===== config.mk =====
export PLATFORM = sky130hd
export DESIGN_NAME = id_hazard_unit
export DESIGN_NICKNAME = d
export VERILOG_FILES = /design/src/rtl/id_hazard_unit.sv
export SDC_FILE = /design/constraint.sdc
export NUM_CORES = 1
export LEC_CHECK = 0
export ABC_AREA = 1
export CAP_MARGIN = 20
export CORE_MARGIN = 3
export CORE_UTILIZATION = 50
export DETAILED_ROUTE_END_ITERATION = 16
export PLACE_DENSITY = 0.8
export SLEW_MARGIN = 40
export SYNTH_ARGS = -nofsm -noshare
export SYNTH_HDL_FRONTEND = slang
export SYNTH_SLANG_ARGS = --single-unit

===== constraint.sdc =====
create_clock -name clk -period 2.05 [get_ports clk]
set_input_delay 0.3075 -clock clk [delete_from_list [all_inputs] [get_ports clk]]
set_output_delay 0.3075 -clock clk [all_outputs]
set_load 0.05 [all_outputs]

===== src/rtl/id_hazard_unit.sv =====
// id_hazard_unit: stall/flush controller for the 5-stage RV32 pipeline.
// Resolves load-use hazards, taken-branch squashes and data-memory wait
// states, supervises memory waits with a timeout, and keeps saturating
// stall counters for performance debug.
//
// Control outputs are purely combinational (zero-cycle latency), with this
// priority: freeze (memory wait or error) > taken branch > load-use > normal.
module id_hazard_unit #(
  parameter int TIMEOUT = 64,
  parameter int CW      = 16
) (
  input  logic          clk,
  input  logic          rst_n,
  input  logic [4:0]    ID_rs1,
  input  logic [4:0]    ID_rs2,
  input  logic          ID_use_rs1,
  input  logic          ID_use_rs2,
  input  logic          EX_MemRead,
  input  logic          EX_RegWrite,
  input  logic [4:0]    EX_rd,
  input  logic          EX_branch_taken,
  input  logic          dmem_req,
  input  logic          dmem_ready,
  output logic          PC_write,
  output logic          IFID_write,
  output logic          IDEX_write,
  output logic          EXMEM_write,
  output logic          IFID_flush,
  output logic          IDEX_flush,
  output logic          MEMWB_flush,
  output logic          mem_timeout,
  output logic [CW-1:0] load_use_cnt,
  output logic [CW-1:0] mem_wait_cnt,
  output logic [1:0]    o_dbg_state
);

  localparam int WW = $clog2(TIMEOUT + 1);
  localparam logic [WW-1:0] TO_MAX = WW'(TIMEOUT);

  typedef enum logic [1:0] {
    ST_RUN  = 2'd0,
    ST_WAIT = 2'd1,
    ST_ERR  = 2'd2
  } state_t;

  state_t        r_state;
  state_t        w_next_state;
  logic [WW-1:0] r_wcnt;
  logic [WW-1:0] w_wcnt_next;
  logic          r_mem_timeout;
  logic [CW-1:0] r_lu_cnt;
  logic [CW-1:0] r_mw_cnt;

  logic w_lu;
  logic w_mw;
  logic w_frz;
  logic w_lu_sel;

  // Hazard terms; x0 is never a real dependency.
  assign w_lu = EX_MemRead & EX_RegWrite & (EX_rd != 5'd0) &
                ((ID_use_rs1 & (EX_rd == ID_rs1)) |
                 (ID_use_rs2 & (EX_rd == ID_rs2)));
  assign w_mw  = dmem_req & ~dmem_ready;
  assign w_frz = w_mw | (r_state == ST_ERR);
  // Load-use stall only wins when nothing of higher priority is active.
  assign w_lu_sel = w_lu & ~w_frz & ~EX_branch_taken;

  // State and wait-counter register.
  always_ff @(posedge clk or negedge rst_n) begin
    if (!rst_n) begin
      r_state <= ST_RUN;
      r_wcnt  <= '0;
    end else begin
      r_state <= w_next_state;
      r_wcnt  <= w_wcnt_next;
    end
  end

  // Next-state logic for memory-wait supervision; ERR is absorbing.
  always_comb begin
    w_next_state = r_state;
    w_wcnt_next  = r_wcnt;
    case (r_state)
      ST_RUN: begin
        if (w_mw) begin
          w_next_state = ST_WAIT;
          w_wcnt_next  = WW'(1);
        end
      end
      ST_WAIT: begin
        if (dmem_ready || !dmem_req) begin
          w_next_state = ST_RUN;
          w_wcnt_next  = '0;
        end else if (r_wcnt == TO_MAX) begin
          w_next_state = ST_ERR;
        end else begin
          w_wcnt_next = r_wcnt + WW'(1);
        end
      end
      ST_ERR: begin
        w_next_state = ST_ERR;
      end
      default: begin
        w_next_state = ST_RUN;
        w_wcnt_next  = '0;
      end
    endcase
  end

  // Pipeline enables and bubble inserts, highest priority first.
  always_comb begin
    PC_write    = 1'b1;
    IFID_write  = 1'b1;
    IDEX_write  = 1'b1;
    EXMEM_write = 1'b1;
    IFID_flush  = 1'b0;
    IDEX_flush  = 1'b0;
    MEMWB_flush = 1'b0;
    if (w_frz) begin
      PC_write    = 1'b0;
      IFID_write  = 1'b0;
      IDEX_write  = 1'b0;
      EXMEM_write = 1'b0;
      MEMWB_flush = 1'b1;
    end else if (EX_branch_taken) begin
      IFID_flush = 1'b1;
      IDEX_flush = 1'b1;
    end else if (w_lu) begin
      PC_write   = 1'b0;
      IFID_write = 1'b0;
      IDEX_flush = 1'b1;
    end
  end

  // Sticky timeout flag, raised the cycle after ERR is entered.
  always_ff @(posedge clk or negedge rst_n) begin
    if (!rst_n) begin
      r_mem_timeout <= 1'b0;
    end else if (r_state == ST_ERR) begin
      r_mem_timeout <= 1'b1;
    end
  end

  // Saturating stall counters for performance debug.
  always_ff @(posedge clk or negedge rst_n) begin
    if (!rst_n) begin
      r_lu_cnt <= '0;
      r_mw_cnt <= '0;
    end else begin
      if (w_lu_sel && (r_lu_cnt != {CW{1'b1}})) begin
        r_lu_cnt <= r_lu_cnt + CW'(1);
      end
      if (w_mw && (r_mw_cnt != {CW{1'b1}})) begin
        r_mw_cnt <= r_mw_cnt + CW'(1);
      end
    end
  end

  assign mem_timeout  = r_mem_timeout;
  assign load_use_cnt = r_lu_cnt;
  assign mem_wait_cnt = r_mw_cnt;
  assign o_dbg_state  = r_state;

endmodule


# After elaboration in Yosys (flattened, before gate mapping)
# Index checks and enable logic that the tools add are counted.
# word_totals
register_bits	42
input_bits	24
out_inout_bits	42
wordCells	58
# classes
addsub	3
n_eq_ne	10
muxes	18
n_bitwise	14
n_reduce_logical	8
# ops
op	n
16-bit by 1-bit adder with 16-bit output (second input constant)	2
16-bit inequality test (second input constant)	2
7-bit 2-to-1 mux	3
7-bit case mux with 3 select lines	1
5-bit == test	2
1-bit 2-to-1 mux	10
1-bit AND	8
7-bit by 1-bit adder with 7-bit output (second input constant)	1
7-bit == test (second input constant)	1
2-bit 2-to-1 mux	3
3-bit inequality test (second input constant)	2
2-bit case mux with 3 select lines	1
5-bit nonzero test	1
1-bit inverter	4
3-bit AND reduction	1
2-bit by 1-bit == test with 1-bit output (second input constant)	1
2-bit == test (second input constant)	1
1-bit logical AND	2
2-bit zero test	1
2-bit inequality test (second input constant)	1
1-bit bitwise OR	2
2-bit AND reduction	1
1-bit zero test	1
1-bit logical OR	1

# Longest topological paths before layout
# depth
ltp_word	7
ltp_mapped	11
mapped_depth_nobuf	11

# Worst setup path after synthesis
# OpenSTA, ideal clock, no wires.
# synth_timing
kind	register to output
from	register r_state[0], in the netlist o_dbg_state[0]
to	output PC_write
arrival_ns	2.475
slack_ns	-0.733
path_stages_with_launch	6
n_path_buf	1
path_cell_list	dfrtp_1 inv_1 nand2_1 nand2_2 a31oi_1 buf_4
# synth_between
elab_chain_cells	3
# synth_rtl
element	line	source
start: declaration	46	state_t r_state;
start signal: assignment	74	r_state <= w_next_state;
2-bit == test	64	assign w_frz = w_mw | (r_state == ST_ERR);
1-bit bitwise OR	64	
1-bit 2-to-1 mux	n/a	
end: declaration	24	output logic PC_write,
# Every way passes these cells.

# Worst setup path after layout
# layout_timing
from	input EX_rd[4]
to	output IDEX_flush
# layout_between
elab_chain_cells	7
# layout_rtl
element	line	source
start: declaration	20	input logic [4:0] EX_rd,
5-bit == test, on equally long branches	61, 62	
1-bit AND, on equally long branches	61, 62	
1-bit bitwise OR	61	((ID_use_rs1 & (EX_rd == ID_rs1)) |
1-bit AND (*)	60	assign w_lu = EX_MemRead & EX_RegWrite & (EX_rd != 5'd0) &
1-bit 2-to-1 mux (*)	128	end else if (w_lu) begin
1-bit 2-to-1 mux (*)	125	end else if (EX_branch_taken) begin
1-bit 2-to-1 mux (*)	119	if (w_frz) begin
end: declaration	29	output logic IDEX_flush,
# Every way passes the cells marked *; elsewhere a longest branch is shown, timed or not.

==> results.txt <==
Minimum clock period -> 1.99 ns
Final hold slack -> -0.00322 ns
Final cell utilization of the core -> 71.3%
Non-filler instance count after layout -> 514
Final hold vios -> 9
CTS clk-pin slew, worst paths -> 0.08 ns
Inst Count DP -> 504
Clk Latency, worst-skew pair -> 0.30 ns
VDD IR max -> 1.02 mV
Via count -> 2581
Routed len/inst -> 12.9 um
Critical Path End Type -> output pin
Post-synth top area share -> 37.8%
Final slew viol count -> 0
Vias per std cell -> 5.02
Antenna viol nets, final -> 0
Layout cell share with drive strength beyond 1 -> 15.5%
Area contributors post-synth -> dfrtp_1 38%, nand2_1 12%, inv_1 8.4%, nand3_1 5.6%, nor2_1 4.4%
Area growth syn-to-layout -> 34.1%
CTS tree -> done
Main synth FF type -> dfrtp_1
Die width -> 80.6 um
Post-Place Cell Area -> 3600 um^2
Async S/R FF share, synth -> 100%
Max-cap violations -> 0
Status -> complete, but fails checks
Yosys top cell by area -> dfrtp_1
DRT Wirelength -> 6.64 mm
DR DRC count -> 0
EDFF count, synth -> 0
Final WS setup -> 0.0560 ns
Gr usage total -> 22.7%
Power density over the cells -> 576 nW/um^2
Vias in the first global route -> 2570
Sink Count -> 42
Post-Synthesis Cells -> 370
Max FO, Critical Path -> 4
DP Wirelength -> 5.18 mm
Fin nets -> 471
Mapped Area -> 2780 um^2
Design area -> 3730 um^2
Syn Area/Cell -> 7.52 um^2
Worst r2r path cells -> 7
First-pass GRT wire length -> 11.5 mm
Highest clock rate -> 501 MHz
Initial antenna violation count -> 0
RSZ-0062 raised after global routing -> yes
Worst slew margin -> 50.5%
Initial Utilization -> 53.2%
Die height -> 80.6 um
Total CTS buffers -> 5
Setup TNS -> 0 ns
Root Driver -> clkbuf_8
Max Root-Sink Buffers -> 2
Worst clock skew -> 0.00522 ns
Lkg Pwr -> 0.00190 uW
Largest net degree at the start of global routing -> 28
Drt pass-1 iters -> 4
Diodes inserted -> 0
CTS H-tree depth -> 2
Count of cell types in the netlist -> 29
# rows -> 26
Slew at the pin with the worst max-slew slack -> 0.742 ns
Reg2reg setup slack -> 0.20 ns
Reg2reg start -> r_wcnt[0]
WS Path Type -> input pin to output pin
Yosys warnings -> 0
CP startpoint kind -> input pin
Port bufs -> 65
GR Overflow Total -> 0
Seq/Total Area, Yosys -> 37.8%
RD Place Congestion -> 0.894
Fin crit share -> 97.3%
Worst r2r dst -> r_wcnt[0]
Critical Path AT -> 1.69 ns
Final setup fails -> 0
Core area -> 5240 um^2
1st-iter DRT viols -> 102
Post-Syn Nets -> 398
Tightest Hold Check Type -> input pin to asynchronous set/reset pin
Die ar. -> 6500 um^2
Synth Register Bits -> 42
Post-Place Setup Slack -> -0.0220 ns
Failing checks -> hold timing
# IOs -> 66
Critical Path RT -> 1.74 ns
through the flow:
stage | power [uW] | hold WS [ns]
2_1_floorplan | 1340 | 0.0119
6_report | 2150 | -0.00322
5_1_grt | 2250 | 0.0317
4_1_cts | 2160 | 0.0122
3_5_place_dp | 1600 | 0.341
3_3_place_gp | 1590 | 0.340
power by group:
group	switching (uW)	total (uW)	internal [uW]
logic	383	614	231
registers	91.3	975	884
clock network	290	561	272
total	764	2150	1390
flip-flops by register name, summed over array words and instances, names as in the netlist:
signal,count
load_use_cnt,16
mem_wait_cnt,16
r_wcnt,7
o_dbg_state,2
mem_timeout,1
final cells by class:
cell class | count | area (um^2)
sequential | 42 | 1050
timing repair buffer | 72 | 773
clock buffer | 7 | 86.3
tap | 70 | 87.6
clock inverter | 1 | 5.00
multi-input combinational | 255 | 1480
inverter | 67 | 254
fill | 437 | 1500
what timing repair did:
item | in CTS | in global routing
setup endpoints to repair | 0 | 3
setup buffers | 0 | 2
hold buffers | 0 | 0
resized for setup | 0 | 7
synth_stat cells (2+ instances only):
library cell,number
nor2_1,33
buf_4,3
nor3_2,2
xnor2_1,7
nor3_1,7
o21bai_1,6
ha_1,4
nor2_4,6
nand3_2,3
o21bai_2,10
nor2_2,4
xor2_1,11
buf_6,2
nand2_2,6
inv_1,62
nand4_1,17
inv_2,5
nand3_1,31
o21ai_0,11
dfrtp_1,42
nand2_1,90
worst max path at each step:
stage,startpoint,to,slack [ns]
finish,EX_rd[4],IDEX_flush,0.06
global route,EX_rd[4],IDEX_flush,-0.02
CTS,EX_rd[4],IDEX_flush,0.0003
detailed placement,EX_rd[4],load_use_cnt[10],-0.02
global placement,EX_rd[2],IDEX_flush,0.03
floorplan,o_dbg_state[1],PC_write,0.03
layer usage:
metal	vias to the layer above	routed length [um]	global-route usage [%]
li1	1317	-	-
met1	1190	3000	28.9
met4	0	149	9.29
met3	14	262	3.81
met2	60	3230	38.1
met5	-	0	0
worst max-delay path, cell delays in order:
cell and delay [ns]:
clkdlybuf4s50_1 0.51, inv_2 0.06, nand2_1 0.05, nand2_1 0.06, nor2_2 0.11, nand3_1 0.12, nand2_4 0.13, nand3_4 0.09
o21ai_2 0.09, buf_12 0.16
cell families after synthesis:
logic type      share of synthesized area (%)
simple gates                             35.7
fa+ha+maj                                1.80
compound gates                           8.22
flops                                    37.8
buf+inv                                  10.8
xor+xnor                                 5.66
cell usage in the layout (no fill, tap or decap), types with 7 or more instances in the layout:
master	count
nand4_1	17
nand2_1	90
nor2_2	7
nor3_1	7
buf_4	7
o21ai_0	10
nor2_1	30
dfrtp_1	41
xor2_1	11
nand3_1	31
buf_12	7
xnor2_1	7
o21bai_2	10
clkdlybuf4s50_1	55
inv_1	61
(Power assumes the default switching activity.)
